--- config.mk ---
export PLATFORM = sky130hd
export DESIGN_NAME = gate_stim_gen_flat
export DESIGN_NICKNAME = d
export VERILOG_FILES = /design/src/rtl/gate_stim_pkg.sv /design/src/rtl/gate_stim_gen_if.sv /design/src/rtl/stim_toggle_ch.sv /design/src/rtl/gate_stim_gen.sv /design/src/flat_wrapper.sv
export SDC_FILE = /design/constraint.sdc
export NUM_CORES = 1
export LEC_CHECK = 0
export CAP_MARGIN = 20
export CORE_MARGIN = 2
export CORE_UTILIZATION = 57
export CTS_CLUSTER_SIZE = 14
export DETAILED_ROUTE_END_ITERATION = 10
export PLACE_DENSITY = 0.81
export SYNTH_ARGS = -nofsm -noshare
export SYNTH_HDL_FRONTEND = slang
export SYNTH_SLANG_ARGS = --single-unit
--- constraint.sdc ---
create_clock -name clk -period 3.8 [get_ports clk]
set_clock_uncertainty 0.15 [all_clocks]
set_input_delay 0.76 -clock clk [delete_from_list [all_inputs] [get_ports clk]]
set_output_delay 0.76 -clock clk [all_outputs]
set_load 0.005 [all_outputs]
--- src/rtl/gate_stim_pkg.sv ---
// rtl/gate_stim_pkg.sv - shared types, defaults and helpers for the gate stimulus generator
//
// Contents:
//   state_e       FSM state encoding (IDLE=0, RUN=1, DONE=2)
//   DEF_CNT_W     default width of half-period fields and cycle counters
//   DEF_TOG_W     default width of toggle-count fields and remaining-toggle counters
//   map_half_per  maps a half-period of 0 to 1 so every channel makes progress
package gate_stim_pkg;

  typedef enum logic [1:0] {
    ST_IDLE = 2'd0,
    ST_RUN  = 2'd1,
    ST_DONE = 2'd2
  } state_e;

  localparam int DEF_CNT_W = 16;
  localparam int DEF_TOG_W = 8;

  // Operates on a 32-bit container; callers cast to and from their field width.
  function automatic logic [31:0] map_half_per(input logic [31:0] hp);
    return (hp == 32'd0) ? 32'd1 : hp;
  endfunction

endpackage

--- src/rtl/gate_stim_gen_if.sv ---
// rtl/gate_stim_gen_if.sv - control/stimulus bundle between a run controller and gate_stim_gen
//
// Signals:
//   start               run request (sampled only while the generator is idle)
//   half_per1/half_per2 per-channel half-period in clk cycles (0 behaves as 1)
//   tog_cnt1/tog_cnt2   per-channel number of toggles per run
//   vin1/vin2           registered stimulus outputs to gate inputs A/B
//   busy                high while a run is in progress
//   done                one-cycle completion pulse
// Modports:
//   master  drives start and configuration, observes stimulus and status
//   slave   the generator side
interface gate_stim_gen_if
  import gate_stim_pkg::*;
#(
  parameter int CNT_W = DEF_CNT_W,
  parameter int TOG_W = DEF_TOG_W
) ();

  logic             start;
  logic [CNT_W-1:0] half_per1;
  logic [CNT_W-1:0] half_per2;
  logic [TOG_W-1:0] tog_cnt1;
  logic [TOG_W-1:0] tog_cnt2;
  logic             vin1;
  logic             vin2;
  logic             busy;
  logic             done;

  modport master (
    output start, half_per1, half_per2, tog_cnt1, tog_cnt2,
    input  vin1, vin2, busy, done
  );

  modport slave (
    input  start, half_per1, half_per2, tog_cnt1, tog_cnt2,
    output vin1, vin2, busy, done
  );

endinterface

--- src/rtl/stim_toggle_ch.sv ---
// rtl/stim_toggle_ch.sv - one stimulus channel: toggles vout every half_per cycles, tog_cnt times
//
// Ports:
//   clk       system clock, rising edge
//   rst_n     synchronous active-low reset
//   load      latch half_per/tog_cnt, clear the cycle counter, force vout low
//   run       advance the channel this cycle
//   half_per  half-period in clk cycles (0 behaves as 1)
//   tog_cnt   number of toggles to produce
//   vout      registered stimulus output
//   idle      high when no toggles remain
module stim_toggle_ch
  import gate_stim_pkg::*;
#(
  parameter int CNT_W = DEF_CNT_W,
  parameter int TOG_W = DEF_TOG_W
) (
  input  logic             clk,
  input  logic             rst_n,
  input  logic             load,
  input  logic             run,
  input  logic [CNT_W-1:0] half_per,
  input  logic [TOG_W-1:0] tog_cnt,
  output logic             vout,
  output logic             idle
);

  logic [CNT_W-1:0] h_q,   h_d;
  logic [CNT_W-1:0] cnt_q, cnt_d;
  logic [TOG_W-1:0] rem_q, rem_d;
  logic             vin_q, vin_d;

  always_comb begin
    h_d   = h_q;
    cnt_d = cnt_q;
    rem_d = rem_q;
    vin_d = vin_q;
    if (load) begin
      h_d   = CNT_W'(map_half_per(32'(half_per)));
      cnt_d = '0;
      rem_d = tog_cnt;
      vin_d = 1'b0;
    end else if (run && (rem_q != '0)) begin
      // h_q is never 0, so h_q-1 cannot underflow and cnt stays below h_q.
      if (cnt_q == h_q - CNT_W'(1)) begin
        vin_d = ~vin_q;
        cnt_d = '0;
        rem_d = rem_q - TOG_W'(1);
      end else begin
        cnt_d = cnt_q + CNT_W'(1);
      end
    end
  end

  always_ff @(posedge clk) begin
    if (!rst_n) begin
      h_q   <= CNT_W'(1);
      cnt_q <= '0;
      rem_q <= '0;
      vin_q <= 1'b0;
    end else begin
      h_q   <= h_d;
      cnt_q <= cnt_d;
      rem_q <= rem_d;
      vin_q <= vin_d;
    end
  end

  assign vout = vin_q;
  assign idle = (rem_q == '0);

endmodule

--- src/rtl/gate_stim_gen.sv ---
// rtl/gate_stim_gen.sv - two-channel toggle stimulus generator for switch-level gate cells
//
// Ports:
//   clk    system clock, rising edge
//   rst_n  synchronous active-low reset; aborts a run without a done pulse
//   bus    gate_stim_gen_if slave: start/config in, vin1/vin2/busy/done out
// The top holds the IDLE/RUN/DONE sequencer; each channel's counters live in stim_toggle_ch.
module gate_stim_gen
  import gate_stim_pkg::*;
#(
  parameter int CNT_W = DEF_CNT_W,
  parameter int TOG_W = DEF_TOG_W
) (
  input  logic              clk,
  input  logic              rst_n,
  gate_stim_gen_if.slave    bus
);

  state_e state_q, state_d;
  logic   busy_q,  busy_d;
  logic   done_q,  done_d;

  logic load;
  logic run;
  logic idle1;
  logic idle2;
  logic vout1;
  logic vout2;

  // Configuration is captured only on the IDLE->RUN edge, which is what makes
  // start and config changes during RUN/DONE harmless.
  assign load = (state_q == ST_IDLE) && bus.start;
  assign run  = (state_q == ST_RUN);

  stim_toggle_ch #(.CNT_W(CNT_W), .TOG_W(TOG_W)) u_ch1 (
    .clk      (clk),
    .rst_n    (rst_n),
    .load     (load),
    .run      (run),
    .half_per (bus.half_per1),
    .tog_cnt  (bus.tog_cnt1),
    .vout     (vout1),
    .idle     (idle1)
  );

  stim_toggle_ch #(.CNT_W(CNT_W), .TOG_W(TOG_W)) u_ch2 (
    .clk      (clk),
    .rst_n    (rst_n),
    .load     (load),
    .run      (run),
    .half_per (bus.half_per2),
    .tog_cnt  (bus.tog_cnt2),
    .vout     (vout2),
    .idle     (idle2)
  );

  always_comb begin
    state_d = state_q;
    case (state_q)
      ST_IDLE: if (bus.start) state_d = ST_RUN;
      // Both channels report idle from their registered remaining counts, so
      // DONE follows the final toggle by one edge.
      ST_RUN:  if (idle1 && idle2) state_d = ST_DONE;
      ST_DONE: state_d = ST_IDLE;
      default: state_d = ST_IDLE;
    endcase
    busy_d = (state_d == ST_RUN);
    done_d = (state_d == ST_DONE);
  end

  always_ff @(posedge clk) begin
    if (!rst_n) begin
      state_q <= ST_IDLE;
      busy_q  <= 1'b0;
      done_q  <= 1'b0;
    end else begin
      state_q <= state_d;
      busy_q  <= busy_d;
      done_q  <= done_d;
    end
  end

  assign bus.vin1 = vout1;
  assign bus.vin2 = vout2;
  assign bus.busy = busy_q;
  assign bus.done = done_q;

endmodule

--- src/flat_wrapper.sv ---
// flat-port wrapper written by rule: the top's interface ports become plain ports
module gate_stim_gen_flat import gate_stim_pkg::*;
#(
  parameter int CNT_W = DEF_CNT_W,
  parameter int TOG_W = DEF_TOG_W
)
  (clk, rst_n, bus_start, bus_half_per1, bus_half_per2, bus_tog_cnt1, bus_tog_cnt2, bus_vin1, bus_vin2, bus_busy, bus_done);
  gate_stim_gen_if #(.CNT_W(CNT_W), .TOG_W(TOG_W)) bus_i ();
  input  logic clk;
  input  logic rst_n;
  input wire logic [$bits(bus_i.start)-1:0] bus_start;
  input wire logic [$bits(bus_i.half_per1)-1:0] bus_half_per1;
  input wire logic [$bits(bus_i.half_per2)-1:0] bus_half_per2;
  input wire logic [$bits(bus_i.tog_cnt1)-1:0] bus_tog_cnt1;
  input wire logic [$bits(bus_i.tog_cnt2)-1:0] bus_tog_cnt2;
  output wire logic [$bits(bus_i.vin1)-1:0] bus_vin1;
  output wire logic [$bits(bus_i.vin2)-1:0] bus_vin2;
  output wire logic [$bits(bus_i.busy)-1:0] bus_busy;
  output wire logic [$bits(bus_i.done)-1:0] bus_done;
  assign bus_i.start = bus_start;
  assign bus_i.half_per1 = bus_half_per1;
  assign bus_i.half_per2 = bus_half_per2;
  assign bus_i.tog_cnt1 = bus_tog_cnt1;
  assign bus_i.tog_cnt2 = bus_tog_cnt2;
  assign bus_vin1 = bus_i.vin1;
  assign bus_vin2 = bus_i.vin2;
  assign bus_busy = bus_i.busy;
  assign bus_done = bus_i.done;
  gate_stim_gen #(.CNT_W(CNT_W), .TOG_W(TOG_W)) u_core (.clk(clk), .rst_n(rst_n), .bus(bus_i));
endmodule
==> run_results.csv, run 1 <==
group,metric,value,unit
yosys,ys_seq_area_share,34.7,%
clock_tree,holdBufCountCts,0,
worst_setup_path,critical_path_required,3.87,ns
drt,drc_errors,0,
worst_setup_path,path_cells,"inv_1 > ha_1 > or4b_1 > o41ai_2 > nand4_1 > a2111oi_4 > nand4b_4 > nor4_1 > xnor2_1 > a21oi_1",
timing,report.final.slew_viol_count,0,
floorplanning,initial_core_util,57.7,%
worst_setup_path,worstReg2RegStart,"u_core.u_ch1.h_q[0]",
drt,viasPerCell,6.01,
drt,drtIter0Drc,245,
global_route,grtUsageTotal,25.4,%
cells_and_area,syn2layout_area_growth,15.8,%
yosys,ys_seq_elements,86,
cells_and_area,fin_nets,719,
clock_tree,clock_path_buffers,2,
floorplanning,fp-row-count,34,
yosys,async_flop_share,0,%
timing,finalSetupViolations,0,
cells_and_area,fillers,737,
global_route,grt.overflow.total,0,
timing,whs,0.324,ns
worst_setup_path,path_max_fanout,13,
global_route,antenna_found_initial,0,
power_and_ir_drop,p_leak,2.05,nW
cells_and_area,seq_area,1720,um2
cells_and_area,multi_input_area,3000,um2
timing,rsz0062_at_grt,"no",
yosys,synth-main-ff-cell,"dfxtp_1",
power_and_ir_drop,peakVddDrop,185,uV
drt,routedWlPerCell,15.4,um
floorplanning,core_area,8590,um2
timing,max_freq,294,MHz
yosys,synth_edf_count,0,
global_route,grt_pass1_wl,20000,um
placed_design,place.gp.congestion,0.881,
clock_tree,htree_levels,3,
clock_tree,cts_root_buf,"clkbuf_8",
worst_setup_path,critPathMaxStageDelay,0.66,ns
timing,worst_pin_slew,0.739,ns
timing,max_slew_margin,50.3,%
timing,layout_worst_path_cycle_share,89.6,%
worst_setup_path,startpoint,"u_core.u_ch1.h_q[0]",
worst_setup_path,cp.arrival,3.47,ns
drt,vias,4650,
drt,totalWireLength,11900,um
clock_tree,cts_buffers,9,
timing,hold_violations,0,
global_route,grt_max_degree,39,
run,maxCapViolCount,0,
worst_setup_path,critical_path_class,"reg2reg",
clock_tree,clk_pin_slew_worst_paths,0.09,ns
drt,firstDrtPassIters,5,
worst_setup_path,cp-end-kind,"register",
cells_and_area,drive_above_1_share,5.86,%
drt,ant_nets,0,
yosys,synth_nets,682,
hold_path,min_path_type,"reg2reg",
floorplanning,dieArea,9460,um2
power_and_ir_drop,pwr_density_cell,365,nW/um2
floorplanning,num_io_pins,55,
worst_setup_path,cp-start-kind,"register",
clock_tree,cts_tree,"done",
cells_and_area,num_antenna_cells,0,
floorplanning,die_w,97.2,um
yosys,synthesis.area,4960,um2
yosys,syn_inst,624,
timing,period_needed,3.40,ns
worst_setup_path,critical-path-slowest-cell,"or4b_1",
placed_design,dp_hpwl,8640,um
placed_design,port_buffers,54,
floorplanning,die_y,97.2,um
clock_tree,clock_sinks,86,
status,status,"complete, no violations",
hold_path,hp-start,"u_core.u_ch1.h_q[15]",
yosys,yosys.area.top_type,"dfxtp_1",
clock_tree,clk-insertion-delay-late,0.36,ns
yosys,synth.avg_cell_area,7.94,um2
global_route,grt_pass1_vias,4347,
yosys,ys_warn_count,0,
timing,fin_tns_setup,0,ns
yosys,ys_types,63,
yosys,yosys-top-cells-area,"dfxtp_1 (35%), xor2_1 (6.5%), nand2_1 (6.1%)",
yosys,yosys.area.top_type_share,34.7,%
[worst paths after layout]
check | slack (ns) | to | cells past startpoint
hold reg to reg | 0.32 | u_core.u_ch1.h_q[15] | 2
setup reg to reg | 0.40 | u_core.u_ch1.rem_q[3] | 10
setup / recovery | 0.40 | u_core.u_ch1.rem_q[3] | 10
hold / removal | 0.32 | u_core.u_ch1.h_q[15] | 2
[critical path, delay by kind of cell, from the launching register on]
family	cells	cell delay [ns]
xor+xnor	1	0.16
compound gates	3	0.83
buf+inv	1	0.07
simple gates	4	1.46
flops	1	0.36
fa+ha+maj	1	0.23
[sequential cells by signal (all words and copies together) (netlist names), 2 cells and up]
| signal | cells |
|---|---|
| u_core.state_q | 2 |
| u_core.u_ch1.cnt_q | 16 |
| u_core.u_ch1.h_q | 16 |
| u_core.u_ch1.rem_q | 8 |
| u_core.u_ch2.cnt_q | 16 |
| u_core.u_ch2.h_q | 16 |
| u_core.u_ch2.rem_q | 8 |
[area by class of cell]
type	instances	share of cell area [%]
multi-input cells	483	52.3
flip-flops and latches	86	30.0
repair buffers	64	10.7
clock buffers	13	2.77
well taps	108	2.35
inverters	17	1.11
clock inverters	3	0.741
[layout by cell type, fill, tap and decap left out, types with 18 or more instances in the layout]
cell	n
nor4_1	18
nor3_1	18
nand3_1	41
nand4_1	19
nor2_1	67
xor2_1	37
xnor2_1	33
dfxtp_1	86
nand2_1	79
clkdlybuf4s50_1	54
a21oi_1	41
[per-stage QoR]
step           cells  utilization (%)  instance area [um2]  worst slack (ns)  power [mW]
2_1_floorplan    624                -                 4960             0.814        1.30
3_3_place_gp     758             64.4                 5530             0.393        1.42
3_5_place_dp     758             64.4                 5530             0.253        1.44
4_1_cts          774             66.7                 5730             0.242        2.09
5_1_grt          774             66.8                 5740             0.105        2.19
6_report         774             66.8                 5740             0.397        2.10
[logic make-up (layout without fill, tap and decap cells)]
family          count (synthesis)  count (layout)  synth area share [%]
fa+ha+maj                       7               7                  1.77
mux                             6               6                  1.24
buf+inv                        55              97                  4.90
flops                          86              86                  34.7
simple gates                  302             302                  31.6
xor+xnor                       71              71                  12.9
compound gates                 97              97                  13.0
[timing repair]
action | CTS | global route
setup buffers | 0 | 0
setup endpoints to repair | 0 | 1
gates resized for setup | 0 | 1
[layer usage]
metal / vias to the layer above / wire, um / global-route usage (%)
met5: - / 0 / 0
met4: 0 / 304 / 12.1
met3: 27 / 664 / 4.32
met2: 134 / 5520 / 40.8
met1: 2195 / 5410 / 33.4
li1: 2294 / - / -
[power breakdown]
part	total, mW	switching [mW]	internal (mW)
combinational	0.422	0.231	0.192
clock	0.670	0.331	0.340
sequential	1.00	0.0590	0.944
total	2.10	0.620	1.48
[cells in the mapped netlist, drive strengths merged, types with 7 or more instances]
library cell  count
nand4b            7
buf              14
a21oi            42
nand2            80
xor2             37
nand4            19
clkbuf           24
inv              17
nor3             19
nand3            41
nor4             21
o21ai            16
ha                7
dfxtp            86
nor2             67
or4              10
xnor2            33
No activity file was read; power rests on OpenSTA's default activity.
==> run 2: changes to the inputs <==
--- a/config.mk
+++ b/config.mk
@@ -6,7 +6,6 @@
 export NUM_CORES = 1
 export LEC_CHECK = 0
 export CAP_MARGIN = 20
-export CORE_MARGIN = 2
 export CORE_UTILIZATION = 57
 export CTS_CLUSTER_SIZE = 14
 export DETAILED_ROUTE_END_ITERATION = 10
==> run_results.csv, run 2 (same netlist as run 1, synthesis figures left out) <==
group,metric,value,unit
timing,rsz0062_at_grt,"no",
cells_and_area,syn2layout_area_growth,15.5,%
cells_and_area,drive_above_1_share,5.86,%
floorplanning,die_y,95.2,um
worst_setup_path,cp.arrival,3.50,ns
clock_tree,clk-insertion-delay-late,0.36,ns
status,status,"complete, no violations",
clock_tree,holdBufCountCts,0,
worst_setup_path,setup.worst_path.end,"u_core.u_ch2.cnt_q[15]",
worst_setup_path,rrSetupSlack,0.36,ns
clock_tree,clock_path_buffers,2,
worst_setup_path,crit_family,"simple AND/OR/NAND/NOR gates",
timing,period_needed,3.44,ns
worst_setup_path,startpoint,"u_core.u_ch2.h_q[6]",
worst_setup_path,r2r-end,"u_core.u_ch2.cnt_q[15]",
timing,post-route-worst-setup-slack,0.364,ns
timing,layout_worst_path_cycle_share,90.4,%
worst_setup_path,ff2ff_path_depth,8,
drt,drtIter0Drc,290,
run,maxCapViolCount,0,
clock_tree,post-cts-setup-buffers,0,
worst_setup_path,critical_path_class,"reg2reg",
global_route,grt_pass1_wl,19700,um
worst_setup_path,cp-end-kind,"register",
clock_tree,cts_root_buf,"clkbuf_8",
drt,drc_errors,0,
drt,totalWireLength,11900,um
clock_tree,cts_buffers,9,
drt,routedWlPerCell,15.4,um
timing,finalSetupViolations,0,
floorplanning,die_w,95.2,um
worst_setup_path,cp-start-kind,"register",
timing,report.final.slew_viol_count,0,
cells_and_area,final_common_cell,"dfxtp_1",
global_route,grt_pass1_vias,4230,
placed_design,pre_cts_ws,0.417,ns
drt,firstDrtPassIters,5,
global_route,grt_max_degree,52,
global_route,grt.overflow.total,0,
worst_setup_path,critical_path_cell_count,8,
global_route,grtUsageTotal,27.8,%
cells_and_area,fin_nets,718,
worst_setup_path,critPathMaxStageDelay,0.57,ns
timing,max_freq,291,MHz
cells_and_area,final_util,68.9,%
worst_setup_path,critical-path-slowest-cell,"nand3_1",
placed_design,dp_hpwl,8350,um
floorplanning,initial_core_util,59.7,%
worst_setup_path,worstReg2RegStart,"u_core.u_ch2.h_q[6]",
floorplanning,core_area,8300,um2
clock_tree,cts_tree,"done",
floorplanning,num_io_pins,55,
timing,max_slew_margin,37.3,%
clock_tree,cts_resized,0,
drt,viasPerCell,6.01,
worst_setup_path,path_max_fanout,16,
timing,worst_pin_slew,0.941,ns
floorplanning,dieArea,9070,um2
cells_and_area,mostFrequentLayoutCells,"dfxtp_1 (86), nand2_1 (79), nor2_1 (67), clkdlybuf4s50_1 (54)",
drt,ant_nets,0,
floorplanning,fp-row-count,33,
hold_path,min_path_type,"reg2reg",
cells_and_area,fin_area,5720,um2
power_and_ir_drop,pwr_density_cell,365,nW/um2
power_and_ir_drop,peakVddDrop,263,uV
placed_design,postPlaceCellArea,5520,um2
clock_tree,clk_pin_slew_worst_paths,0.09,ns
worst_setup_path,path_cells,"nor3_1 > nand4_1 > xnor2_1 > and2_1 > o31ai_2 > nand3_1 > nand3_1 > nor2_1",
timing,hold_violations,0,
placed_design,place.gp.congestion,0.879,
power_and_ir_drop,p_leak,2.04,nW
clock_tree,htree_levels,3,
worst_setup_path,cp_num_buf_inv,0,
worst_setup_path,critical_path_required,3.86,ns
drt,vias,4626,
clock_tree,clock_sinks,86,
placed_design,port_buffers,54,
worst_setup_path,cpMostUsedCell,"nand3_1",
global_route,antenna_found_initial,0,
timing,fin_tns_setup,0,ns
cells_and_area,num_antenna_cells,0,
[run 2: how the worst min path moves through the flow]
| stage | from | to | depth (start not counted) |
|---|---|---|---|
| after global routing | u_core.state_q[1] | u_core.state_q[0] | 1 |
| after global placement | u_core.u_ch2.h_q[15] | u_core.u_ch2.h_q[15] | 2 |
| after floorplan | u_core.state_q[1] | u_core.bus.busy | 1 |
| after CTS | u_core.state_q[1] | u_core.state_q[0] | 1 |
| final | u_core.u_ch2.h_q[15] | u_core.u_ch2.h_q[15] | 2 |
| after detailed placement | u_core.u_ch2.h_q[15] | u_core.u_ch2.h_q[15] | 2 |
[run 2: cell type report]
type                       instances  area (um2)
clock buffer                      13         159
clock inverter                     3        42.5
fill                             689        2580
multi-input combinational        483        3000
inverter                          17        63.8
sequential                        86        1720
timing repair buffer              63         608
tap                              105         131
[run 2: metal layers]
layer | track usage [%] | routed length, um | vias up
li1 | - | - | 2283
met1 | 37.5 | 5530 | 2151
met2 | 43.8 | 5370 | 174
met3 | 6.14 | 807 | 18
met4 | 9.60 | 184 | 0
met5 | 0 | 0 | -
[run 2: power by group]
part | internal [mW] | switching, mW
Combinational | 0.188 | 0.225
Clock | 0.340 | 0.329
Sequential | 0.944 | 0.0590
Total | 1.47 | 0.614
[run 2: through the flow]
| stage | hold slack [ns] | total power, mW | cells |
|---|---|---|---|
| floorplan | 0.292 | 1.30 | 624 |
| global placement | 0.314 | 1.41 | 754 |
| detailed placement | 0.319 | 1.43 | 754 |
| CTS | 0.325 | 2.09 | 770 |
| global route | 0.357 | 2.18 | 770 |
| finish | 0.335 | 2.09 | 770 |
[run 2: tightest hold or removal path, delay by kind of cell, from the launching register on]
family / cells / cell delay (ns)
compound gates: 1 / 0.05
simple gates: 1 / 0.06
flops: 1 / 0.33
==> patch: new RTL, flow settings as in run 1 <==
`DEF_TOG_W`: 8 -> 10.
--- a/src/rtl/gate_stim_pkg.sv
+++ b/src/rtl/gate_stim_pkg.sv
@@ -16,3 +16,3 @@
   localparam int DEF_CNT_W = 16;
-  localparam int DEF_TOG_W = 8;
+  localparam int DEF_TOG_W = 10;
 
Ports: changed (resized bus_tog_cnt1 and bus_tog_cnt2); port bits go from 55 to 59. No check against the original RTL was run, so the function may have changed too.
==> patch against run 1 <==
Worst setup slack got worse by 120 ps. Hold slack improved by 11 ps. Design area rose by 9.1%. Synthesized area rose by 11%. Sequential cell count rose by 4. Wire length rose by 9.2%. Die area rose by 11%. Total power rose by 6.1%. Critical path type unchanged.
==> patch: results (changes against run 1) <==
[cells_and_area]
fillers=814  ; was 737
drive_gt1_frac=0.0656  ; was 0.0586
nNetsFinal=788  ; was 719
n_antenna_cell=0  ; unchanged

[cts]
clk_latency_ps=350
cts_hold_buf=0  ; unchanged
cts_root_buf=clkbuf_8  ; unchanged
postCtsSetupRepairBufs=0  ; unchanged
clk_pin_slew_worst_paths_ps=90  ; about the same
post_cts_resized=0  ; unchanged
cts_buffer_depth=2  ; unchanged
cts_buffers=9  ; unchanged
htree_levels=3  ; unchanged

[yosys]
postSynth.asyncResetShare=0  ; unchanged
yosysSeqAreaShare=0.327  ; was 0.347
ys_warn_count=0  ; unchanged
avgSynthCellArea_um2=7.89  ; was 7.94 um2
synth.top_cells.by_area=dfxtp_1 33%, nand2_1 6.1%, xnor2_1 4.9%  ; was dfxtp_1 35%, xor2_1 6.5%, nand2_1 6.1%
synth_common_cells=90 x dfxtp_1, 89 x nand2_1, 64 x nor2_1  ; was 86 x dfxtp_1, 80 x nand2_1, 67 x nor2_1
synth_nets=758  ; was 682
ys_types=69  ; was 63

[outcome]
status=finished clean  ; unchanged

[global_routing]
grt_pass1_wl_um=21900  ; was 20000 um
use_met3=0.0410  ; was 0.0432
antenna_found_initial=0  ; unchanged
grt_util_met1=0.357  ; was 0.334
grt_max_degree=47  ; was 39
grtUsageMet2=0.419  ; was 0.408
grt_usage=0.259  ; was 0.254
grt_pass1_vias=4727  ; was 4347

[routing]
wire_per_inst_um=15.1  ; was 15.4 um
wirelength_um=13000  ; was 11900 um
drt_iter0_drc=328  ; was 245
avgViaCountPerCell=5.94  ; was 6.01
drc_errors=0  ; unchanged
first_pass_iters=5  ; unchanged

[setup_path]
crit_fanout=20  ; was 13
worstPathArrival_ps=3630  ; was 3470 ps

[power]
p_leak_nw=2.23  ; was 2.05 nW
ir_worst_vdd_v=0.000233  ; was 0.000185 V

[placement]
place_ws_ps=314  ; was 253 ps
numPortBuffers=58  ; was 54
routabilityCongestion=0.950  ; was 0.881
dpl.hpwl_um=9600  ; was 8640 um
place_inst=845  ; was 758

[worst_hold_path]
min_path_type=reg -> reg  ; unchanged

[sta]
tightest_slew_ps=725  ; was 739 ps

-- patch: cell count changes in the layout (fill, tap and decap cells not counted), moves of 5 or more --
cell	before	now
a21boi_0	2	32
a21oi_1	41	11
a31oi_1	5	15
and3_1	3	11
nand2_1	79	88
nand3b_1	6	14
nand4b_1	6	1
nor2b_1	0	8
xor2_1	37	28
-- patch: per-layer routing --
| layer | wire, um | vias up |
|---|---|---|
| li1 | - | 2536 |
| met1 | 6120 | 2414 |
| met2 | 6060 | 151 |
| met3 | 646 | 16 |
| met4 | 169 | 0 |
| met5 | 0 | - |
-- patch: final cells by class --
| cell class | count | area, um2 | area share |
|---|---|---|---|
| repair buffers | 69 | 658 | 0.105 |
| flip-flops and latches | 90 | 1800 | 0.288 |
| clock inverters | 4 | 76.3 | 0.0122 |
| multi-input cells | 538 | 3360 | 0.536 |
| inverters | 19 | 71.3 | 0.0114 |
| clock buffers | 12 | 135 | 0.0216 |
| well taps | 129 | 161 | 0.0258 |
-- patch: power by group --
| group | switching (W) | internal (W) |
|---|---|---|
| logic | 0.000250 | 0.000209 |
| clock network | 0.000339 | 0.000373 |
| registers | 0.0000623 | 0.000990 |
| total | 0.000651 | 0.00157 |
-- patch: stage by stage --
step                power, W   util  instance area, um2  hold slack, ps
floorplan            0.00138      -                5500             305
detailed placement   0.00152  0.652                6050             327
CTS                  0.00223  0.675                6260             340
global route         0.00233  0.675                6260             358
global placement     0.00151  0.652                6050             320
finish               0.00222  0.675                6260             335
-- patch: final timing paths --
path | startpoint | slack [ps] | depth (start not counted) | endpoint
worst max-delay path | u_core.u_ch2.h_q[2] | 280 | 7 | u_core.u_ch2.rem_q[7]
worst min-delay path | u_core.u_ch1.h_q[15] | 330 | 2 | u_core.u_ch1.h_q[15]
worst max register to register | u_core.u_ch2.h_q[2] | 280 | 7 | u_core.u_ch2.rem_q[7]
worst min register to register | u_core.u_ch1.h_q[15] | 330 | 2 | u_core.u_ch1.h_q[15]
-- patch: kinds of logic (layout without fill, tap and decap cells) --
group,Yosys count,count (layout),share of synthesized area
AND/OR/NAND/NOR,349,349,0.336
AO/OA/AOI/OAI,116,116,0.149
flip-flops,90,90,0.327
buffers and inverters,69,104,0.0625
XOR/XNOR,60,60,0.0980
multiplexers,7,7,0.0134
adder cells (fa/ha/maj),6,6,0.0136
-- patch: worst max-delay path, cell delays in order (launching register included) --
cell	delay, ps
dfxtp_1	430
nor4_4	620
a21oi_2	110
or3_1	350
or4_1	410
or4_4	670
or3_2	500
and3_1	170
